## src/rtl/branch_resolve_unit.sv

```systemverilog
// Branch resolution unit: in-order in-flight prediction FIFO, mispredict flush/redirect, and a training update queue.
// Optional BRU_STATS_EN adds wrapping resolution and mispredict counters on br_count/mis_count.
module branch_resolve_unit #(
  parameter int PC_W     = 13,
  parameter int DEPTH    = 4,
  parameter int UQ_DEPTH = 4
) (
  input  logic                     clk,
  input  logic                     rst,
  input  logic                     pred_valid,
  input  logic [PC_W-1:0]          pred_pc,
  input  logic                     pred_taken,
  input  logic [PC_W-1:0]          pred_target,
  input  logic                     res_valid,
  input  logic                     res_taken,
  input  logic [PC_W-1:0]          res_target,
  output logic                     flush,
  output logic [PC_W-1:0]          redirect_pc,
  output logic                     upd_valid,
  input  logic                     upd_ready,
  output logic [PC_W-1:0]          upd_pc,
  output logic                     upd_taken,
  output logic [PC_W-1:0]          upd_target,
  output logic [$clog2(DEPTH):0]   inflight_count,
  output logic                     err,
  output logic                     upd_drop,
  output logic [15:0]              br_count,
  output logic [15:0]              mis_count
);
  // Handshake: a training record transfers on any posedge where upd_valid && upd_ready;
  // until then the record on upd_pc/upd_taken/upd_target is held stable.
  localparam int PTR_W  = $clog2(DEPTH);
  localparam int CNT_W  = $clog2(DEPTH) + 1;
  localparam int UPTR_W = $clog2(UQ_DEPTH);
  localparam int UCNT_W = $clog2(UQ_DEPTH) + 1;
  localparam logic [CNT_W-1:0]  IF_FULL = CNT_W'(DEPTH);
  localparam logic [UCNT_W-1:0] UQ_FULL = UCNT_W'(UQ_DEPTH);

  logic [PC_W-1:0]   if_pc  [DEPTH];
  logic [PC_W-1:0]   if_tgt [DEPTH];
  logic [DEPTH-1:0]  if_taken;
  logic [PTR_W-1:0]  if_rd, if_wr;

  logic [PC_W-1:0]    uq_pc  [UQ_DEPTH];
  logic [PC_W-1:0]    uq_tgt [UQ_DEPTH];
  logic [UQ_DEPTH-1:0] uq_taken;
  logic [UPTR_W-1:0]  uq_rd, uq_wr;
  logic [UCNT_W-1:0]  uq_cnt;

  logic            pop, push, mispredict, bad_res, bad_push;
  logic            uq_pop, uq_write, uq_lost;
  logic [PC_W-1:0] head_pc, head_tgt;
  logic            head_taken;

  always_comb begin
    head_pc    = if_pc[if_rd];
    head_tgt   = if_tgt[if_rd];
    head_taken = if_taken[if_rd];
    pop        = res_valid && (inflight_count != '0);
    bad_res    = res_valid && (inflight_count == '0);
    mispredict = pop && ((head_taken != res_taken) || (head_taken && (head_tgt != res_target)));
    bad_push   = pred_valid && (inflight_count == IF_FULL) && !pop;
    // A flush also squashes the same-cycle push, so that push is neither stored nor an error.
    push       = pred_valid && !mispredict && !bad_push;
    uq_pop     = (uq_cnt != '0) && upd_ready;
    uq_write   = pop && ((uq_cnt != UQ_FULL) || uq_pop);
    uq_lost    = pop && (uq_cnt == UQ_FULL) && !uq_pop;
  end

  assign upd_valid  = (uq_cnt != '0);
  assign upd_pc     = uq_pc[uq_rd];
  assign upd_taken  = uq_taken[uq_rd];
  assign upd_target = uq_tgt[uq_rd];

  always_ff @(posedge clk) begin
    if (rst) begin
      flush          <= 1'b0;
      redirect_pc    <= '0;
      err            <= 1'b0;
      upd_drop       <= 1'b0;
      if_rd          <= '0;
      if_wr          <= '0;
      inflight_count <= '0;
      uq_rd          <= '0;
      uq_wr          <= '0;
      uq_cnt         <= '0;
      uq_taken       <= '0;
      for (int i = 0; i < UQ_DEPTH; i++) begin
        uq_pc[i]  <= '0;
        uq_tgt[i] <= '0;
      end
    end else begin
      flush    <= mispredict;
      upd_drop <= uq_lost;
      err      <= err | bad_res | bad_push;
      if (mispredict)
        redirect_pc <= res_taken ? res_target : head_pc + PC_W'(1);

      if (mispredict) begin
        if_rd          <= '0;
        if_wr          <= '0;
        inflight_count <= '0;
      end else begin
        if (push) begin
          if_pc[if_wr]    <= pred_pc;
          if_tgt[if_wr]   <= pred_target;
          if_taken[if_wr] <= pred_taken;
          if_wr           <= if_wr + PTR_W'(1);
        end
        if (pop)
          if_rd <= if_rd + PTR_W'(1);
        inflight_count <= inflight_count + CNT_W'(push) - CNT_W'(pop);
      end

      if (uq_write) begin
        uq_pc[uq_wr]    <= head_pc;
        uq_taken[uq_wr] <= res_taken;
        uq_tgt[uq_wr]   <= res_target;
        uq_wr           <= uq_wr + UPTR_W'(1);
      end
      if (uq_pop)
        uq_rd <= uq_rd + UPTR_W'(1);
      uq_cnt <= uq_cnt + UCNT_W'(uq_write) - UCNT_W'(uq_pop);
    end
  end

`ifdef BRU_STATS_EN
  always_ff @(posedge clk) begin
    if (rst) begin
      br_count  <= '0;
      mis_count <= '0;
    end else begin
      if (pop)
        br_count <= br_count + 16'd1;
      if (mispredict)
        mis_count <= mis_count + 16'd1;
    end
  end
`else
  assign br_count  = 16'd0;
  assign mis_count = 16'd0;
`endif

endmodule
```

## config.mk

```make
export PLATFORM = sky130hd
export DESIGN_NAME = branch_resolve_unit
export DESIGN_NICKNAME = d
export VERILOG_FILES = /design/src/rtl/branch_resolve_unit.sv
export SDC_FILE = /design/constraint.sdc
export NUM_CORES = 1
export LEC_CHECK = 0
export CAP_MARGIN = 15
export CORE_MARGIN = 2
export CORE_UTILIZATION = 50
export CTS_CLUSTER_SIZE = 12
export DETAILED_ROUTE_END_ITERATION = 8
export PLACE_DENSITY = 0.72
export SLEW_MARGIN = 10
export SYNTH_ARGS = -nofsm -noshare
export SYNTH_HDL_FRONTEND = slang
export SYNTH_SLANG_ARGS = --single-unit
```

## constraint.sdc

```tcl
create_clock -name clk -period 13 [get_ports clk]
set_input_delay 3.25 -clock clk [delete_from_list [all_inputs] [get_ports clk]]
set_output_delay 3.25 -clock clk [all_outputs]
set_load 0.005 [all_outputs]
```

==> results of run 1 <==
-- cell type report --
class,count,area [um^2],area share [%]
clock inverter,4,43.8,0.340
multi-input combinational,420,3410,26.5
inverter,19,71.3,0.554
sequential,250,7130,55.4
tap,280,350,2.72
clock buffer,44,769,5.98
timing repair buffer,108,1090,8.50
-- metrics by stage --
step / setup WS, ns / area, um^2 / hold WS (ns)
after floorplan: 6.69 / 11000 / 0.433
after global placement: 6.02 / 12000 / 0.444
after detailed placement: 5.84 / 12000 / 0.450
after CTS: 6.36 / 12800 / 0.457
after global routing: 6.34 / 12900 / 0.481
final: 6.62 / 12900 / 0.455
-- power by group through the flow --
| stage | registers, mW | logic, mW | clock network (mW) |
|---|---|---|---|
| finish | 1.03 | 0.605 | 0.701 |
| floorplan | 1.01 | 0.412 | 0 |
| detailed placement | 1.05 | 0.603 | 0 |
| global route | 1.04 | 0.664 | 0.745 |
| global placement | 1.04 | 0.589 | 0 |
| CTS | 1.03 | 0.605 | 0.709 |
-- flip-flops by register name (all words and copies together) (netlist names), 4 cells and up, named ones only --
name	count
uq_tgt	52
if_taken	4
if_tgt	52
uq_pc	52
if_pc	52
uq_taken	4
redirect_pc	13
-- per-layer routing --
layer  global-route usage, %  up-vias
met5                       0        -
met3                    3.47       35
met4                    5.60        0
li1                        -     2838
met1                    27.9     3142
met2                    33.8      212
-- logic make-up (layout without fill, tap and decap cells) --
kind of cell               Yosys count  in the layout  synth area share, %
AOI/OAI and AO/OA                   49             49                 2.89
xor gates and xnor gates            34             34                 2.73
adders and majority gates           14             14                 1.74
buffers and inverters               87            175                 4.63
DFF                                250            250                 65.3
muxes                               75             75                 12.6
other                                1             32               0.0344
and+or+nand+nor                    216            216                 10.1
-- cell usage in the layout (no fill, tap or decap), types with 20 or more instances in the layout --
master / instances
and2_1: 40
and3_1: 21
clkbuf_16: 28
clkdlybuf4s50_1: 92
conb_1: 32
dfxtp_1: 36
edfxtp_1: 212
mux2i_1: 20
mux4_2: 49
nand2_1: 35
nor2_1: 73
xnor2_1: 24
-- worst max-delay path: cells and delay by family --
kind | cells | cell delay (ns)
compound gates | 1 | 0.26
buf+inv | 3 | 0.98
simple gates | 4 | 2.10
-- final timing paths --
path | endpoint | depth (start not counted)
setup / recovery | uq_tgt[0][5] | 8
hold / removal | uq_taken[2] | 2
setup reg to reg | if_pc[3][11] | 8
hold reg to reg | uq_taken[2] | 2
==> out/results.tsv, run 1 <==
stage	metric	value	unit
pwr	netSwitchingFraction	27.7	%
yosys	synth_area_leaders	edfxtp_1, mux4_2, dfxtp_1, nor2_1, buf_4	
detailed_routing	wl_met3	1370	um
cts	cts_tree	yes	
run_status	outcome	completed	
yosys	yosys.area.top_type	edfxtp_1	
pwr	p_switching	0.647	mW
cts	htree_levels	1	
die	die_y	152	um
timing	setup_viol	0	
yosys	synth_commonest_cells	edfxtp_1, nor2_1, mux4_2	
timing	period_needed	6.38	ns
final_layout	fillers	1623	
die	die_w	152	um
final_layout	finalNonFillerCells	1125	
detailed_routing	drc	0	
detailed_routing	vias	6227	
cts	clk_pin_slew_worst_paths	0.05	ns
worst_setup_path	cp_slowest_cell	and2_1	
pwr	ir_drop	138	uV
global_routing	grt_usage	20.3	%
detailed_routing	dr_wl_met2	11200	um
pwr	leakagePower	4.52	nW
worst_hold_path	hold_class	flop to flop	
yosys	synth_cell_types	51	
detailed_routing	drt_pass1_iterations	5	
yosys	syn_area	10900	um^2
final_layout	final_util	59.5	%
cts	holdBufCountCts	0	
timing	relSlewSlack	23.8	%
cts	cts_setup_buffers	0	
final_layout	n_antenna_cell	0	
final_layout	area_growth	17.9	%
global_routing	grt_overflow	0	
die	num_rows	54	
yosys	yosysMostFrequentCell	edfxtp_1	
die	io_pins	125	
placed_design	dp_hpwl	15400	um
cts	cts_root_buf	clkbuf_16	
cts	cts_resized	0	
yosys	synthArstFlopShare	0	%
worst_setup_path	regToRegSetupSlack	9.16	ns
worst_setup_path	start_kind	input pin	
cts	cts_buffer_depth	3	
cts	insertion_delay	0.53	ns
pwr	power_frac_seq	44.1	%
yosys	ys_seq_area_share	65.3	%
cts	clock-sinks	250	
yosys	syn_avg_cell_area	15.0	um^2
worst_setup_path	startpoint	res_valid	
timing	rsz0062_at_grt	false	
pwr	p_per_area	182	nW/um^2
detailed_routing	viasPerCell	5.54	
worst_hold_path	hp-start	uq_taken[2]	
timing	fin_crit_sh	49.1	%
yosys	synth_cells	726	
pwr	power.total	2.34	mW
yosys	ys.flop_type	edfxtp_1	
yosys	yosysWarnings	0	
global_routing	antenna_found_initial	0	
yosys	synth_seq_cells	250	
worst_setup_path	crit_required	13.23	ns
placed_design	place.port_buffers	92	
timing	maxSlewViolCount	0	
worst_setup_path	cp_cell_sequence	clkdlybuf4s50_1 -> o31a_1 -> and2_1 -> inv_1 -> nor2_1 -> nand3_1 -> nand2_1 -> buf_16	
final_layout	fin_nets	885	
detailed_routing	postRouteAntennaNets	0	
global_routing	grt_max_degree	38	
global_routing	grt_pass1_vias	6369	
worst_setup_path	critPathKind	input pin to flop	
final_layout	drive_above_1_share	14.1	%
die	initial_core_util	50.5	%
timing	tightest_slew	1.13	ns
die	core_area	21600	um^2
placed_design	gp_congestion	0.824	
yosys	synth_enable_flop_cells	212	
worst_setup_path	worst-path-max-fanout	25	
global_routing	grt_pass1_wl	35200	um
pwr	power.share.clock	30.0	%
pwr	p_int	1.69	mW
worst_setup_path	cp-end-kind	flop	
timing	fin_tns_setup	0	ns
yosys	synth_top_area_share	58.3	%
die	die-area	23000	um^2
timing	hold_viol_final	0	
detailed_routing	wl_per_cell	20.0	um
worst_setup_path	crit_arrival	6.61	ns
pwr	comb_power_share	25.9	%
detailed_routing	highest_layer	met4	
detailed_routing	wl_met1	9430	um
cts	numCtsBuffers	26	
detailed_routing	drt-initial-drc-count	530	
worst_setup_path	max_stage_delay	0.70	ns
flow_run	drv_cap	0	
timing	skew	0.0160	ns
placed_design	dp_cells	1072	
timing	max_freq	157	MHz
detailed_routing	drt_wl_total	22500	um
Power figures use the tool's default switching activity.
==> run 2, diff against run 1 <==
==> constraint.sdc (replaced) <==
create_clock -name clk -period 5.95 [get_ports clk]
set_input_delay 1.4875 -clock clk [delete_from_list [all_inputs] [get_ports clk]]
set_output_delay 1.4875 -clock clk [all_outputs]
set_load 0.005 [all_outputs]
==> run 2 against run 1 <==
  * Cell area shrank 0.75%
  * Combinational power grew 110%
  * Critical path depth shrank 2
  * Wire length is essentially flat
  * Global-route usage is essentially flat
  * First-iteration DRC count shrank 5.7%
  * Largest power group unchanged
  * Highest routed layer unchanged
==> out/results.tsv, run 2 (synthesized netlist as in run 1, its figures left out) <==
stage	metric	value	unit	change
timing	hold_viol_final	0		unchanged
global_routing	grt_usage	20.3	%	about the same
cts	numCtsBuffers	26		unchanged
worst_setup_path	cp-endpoint	uq_pc[0][7]		
placed_design	placed_cell_area	12000	um^2	+0.13%
die	die_w	152	um	unchanged
cts	htree_levels	1		unchanged
final_layout	mostFrequentLayoutCell	edfxtp_1		
detailed_routing	drt_wl_total	22500	um	about the same
die	num_rows	54		unchanged
final_layout	multi_input_area	3410	um^2	unchanged
cts	cts_setup_buffers	0		unchanged
cts	cts_root_buf	clkbuf_16		
detailed_routing	drt_pass1_iterations	5		unchanged
timing	rsz0062_at_grt	false		
timing	max_freq	219	MHz	
timing	skew	0.0231	ns	+0.00707 ns
timing	relSlewSlack	19.8	%	-4.0 points
worst_hold_path	hold_class	flop to flop		
timing	maxSlewViolCount	0		unchanged
die	io_pins	125		unchanged
final_layout	fin_nets	883		-0.23%
final_layout	drive_above_1_share	13.8	%	-0.24 points
final_layout	final_cell_mix	edfxtp_1, clkdlybuf4s50_1, nor2_1, mux4_2, and2_1		
global_routing	grt_overflow	0		unchanged
worst_setup_path	cp_slowest_cell	nor3_1		
worst_setup_path	critPathKind	input pin to flop		
worst_setup_path	path_delay_family	simple AND/OR/NAND/NOR gates		
worst_setup_path	cp-end-kind	flop		
die	initial_core_util	50.5	%	unchanged
cts	holdBufCountCts	0		unchanged
placed_design	dp_cells	1074		+0.19%
worst_setup_path	reg2reg_depth	7		-1
cts	clk_pin_slew_worst_paths	0.06	ns	about the same
final_layout	area_growth	17.0	%	
detailed_routing	vias	6167		-0.96%
final_layout	fillers	1611		-0.74%
global_routing	grt_max_degree	35		-7.9%
detailed_routing	postRouteAntennaNets	0		unchanged
final_layout	n_antenna_cell	0		unchanged
worst_setup_path	path_buf_inv	1		-2
final_layout	register_area	7130	um^2	unchanged
timing	fin_crit_sh	76.8	%	
worst_setup_path	start_kind	input pin		
cts	cts_buffer_depth	3		unchanged
cts	cts_tree	yes		
die	core_area	21600	um^2	unchanged
placed_design	place.port_buffers	92		unchanged
pwr	leakagePower	4.48	nW	-0.98%
flow_run	drv_cap	0		unchanged
die	die-area	23000	um^2	unchanged
global_routing	grt_pass1_vias	6318		-0.80%
worst_setup_path	crit_required	6.34	ns	-6.89 ns
detailed_routing	drc	0		unchanged
worst_setup_path	r2r-end	if_pc[1][1]		
detailed_routing	viasPerCell	5.52		-0.34%
worst_hold_path	hp-start	uq_taken[0]		
timing	setup_viol	0		unchanged
worst_setup_path	crit_path_frequent_cell	and2_1		
pwr	ir_drop	275	uV	+100%
pwr	power.total	5.07	mW	+120%
cts	clock-sinks	250		unchanged
worst_setup_path	cp_cell_sequence	clkdlybuf4s50_1 -> o31a_1 -> and2_1 -> nand2_1 -> nor3_1 -> and2_1		
run_status	outcome	completed		
detailed_routing	wl_per_cell	20.1	um	+0.56%
worst_setup_path	regToRegSetupSlack	1.91	ns	-7.25 ns
die	die_y	152	um	unchanged
timing	period_needed	4.57	ns	
cts	cts_resized	0		unchanged
final_layout	finalNonFillerCells	1118		-0.62%
final_layout	stdcell_area	12800	um^2	-0.75%
pwr	p_per_area	397	nW/um^2	+120%
timing	tightest_slew	1.19	ns	+0.0591 ns
worst_setup_path	startpoint	res_valid		
worst_setup_path	crit_arrival	4.96	ns	-1.65 ns
worst_setup_path	cp.depth	6		-2
cts	insertion_delay	0.53	ns	about the same
placed_design	dp_hpwl	15700	um	+2.4%
global_routing	antenna_found_initial	0		unchanged
global_routing	grt_pass1_wl	35000	um	-0.59%
detailed_routing	drt-initial-drc-count	500		-5.7%
worst_setup_path	max_stage_delay	1.07	ns	+0.37 ns
timing	fin_tns_setup	0	ns	unchanged
worst_setup_path	worst-path-max-fanout	25		unchanged
placed_design	gp_congestion	0.799		-3.1%
## run 2: layout make-up
class,count,share of cell area [%]
Clock buffer,35,5.68
Clock inverter,8,0.460
Inverter,19,0.558
Multi-Input combinational cell,420,26.7
Sequential cell,250,55.8
Tap cell,280,2.74
Timing Repair Buffer,106,8.03
## run 2: worst min-delay path, cell delays in order, from the launching register on
cell and delay, ns:
dfxtp_1 0.31, nand2_1 0.05, a21oi_1 0.05
## run 2: stage by stage
step | hold slack [ns] | setup WS, ns | utilization, %
after global placement | 0.443 | 1.17 | 55.4
after floorplan | 0.433 | 1.40 | -
after detailed placement | 0.447 | 0.885 | 55.4
after CTS | 0.455 | 1.44 | 59.1
after global routing | 0.489 | 1.14 | 59.1
final | 0.457 | 1.38 | 59.1
## run 2: how the worst min path moves through the flow
stage	to	slack (ns)	cells past startpoint
floorplan	uq_taken[2]	0.43	2
global placement	uq_taken[0]	0.44	2
detailed placement	uq_taken[0]	0.45	2
CTS	uq_taken[0]	0.45	2
global route	uq_taken[0]	0.49	2
finish	uq_taken[0]	0.46	2
## run 2: report_power, final
| group | switching (mW) | total, mW | internal [mW] | leakage, nW |
|---|---|---|---|---|
| clock network | 0.612 | 1.50 | 0.886 | 0.384 |
| logic | 0.620 | 1.27 | 0.651 | 1.72 |
| registers | 0.182 | 2.30 | 2.12 | 2.37 |
## run 2: routing by layer
layer	GRT usage [%]	share of wire (%)	up-vias	routed length [um]
met5	0	0	-	0
met4	7.55	3.6	0	813
met3	3.32	6.1	49	1370
met2	33.8	50	226	11200
met1	27.1	41	3071	9110
li1	-	-	2821	-
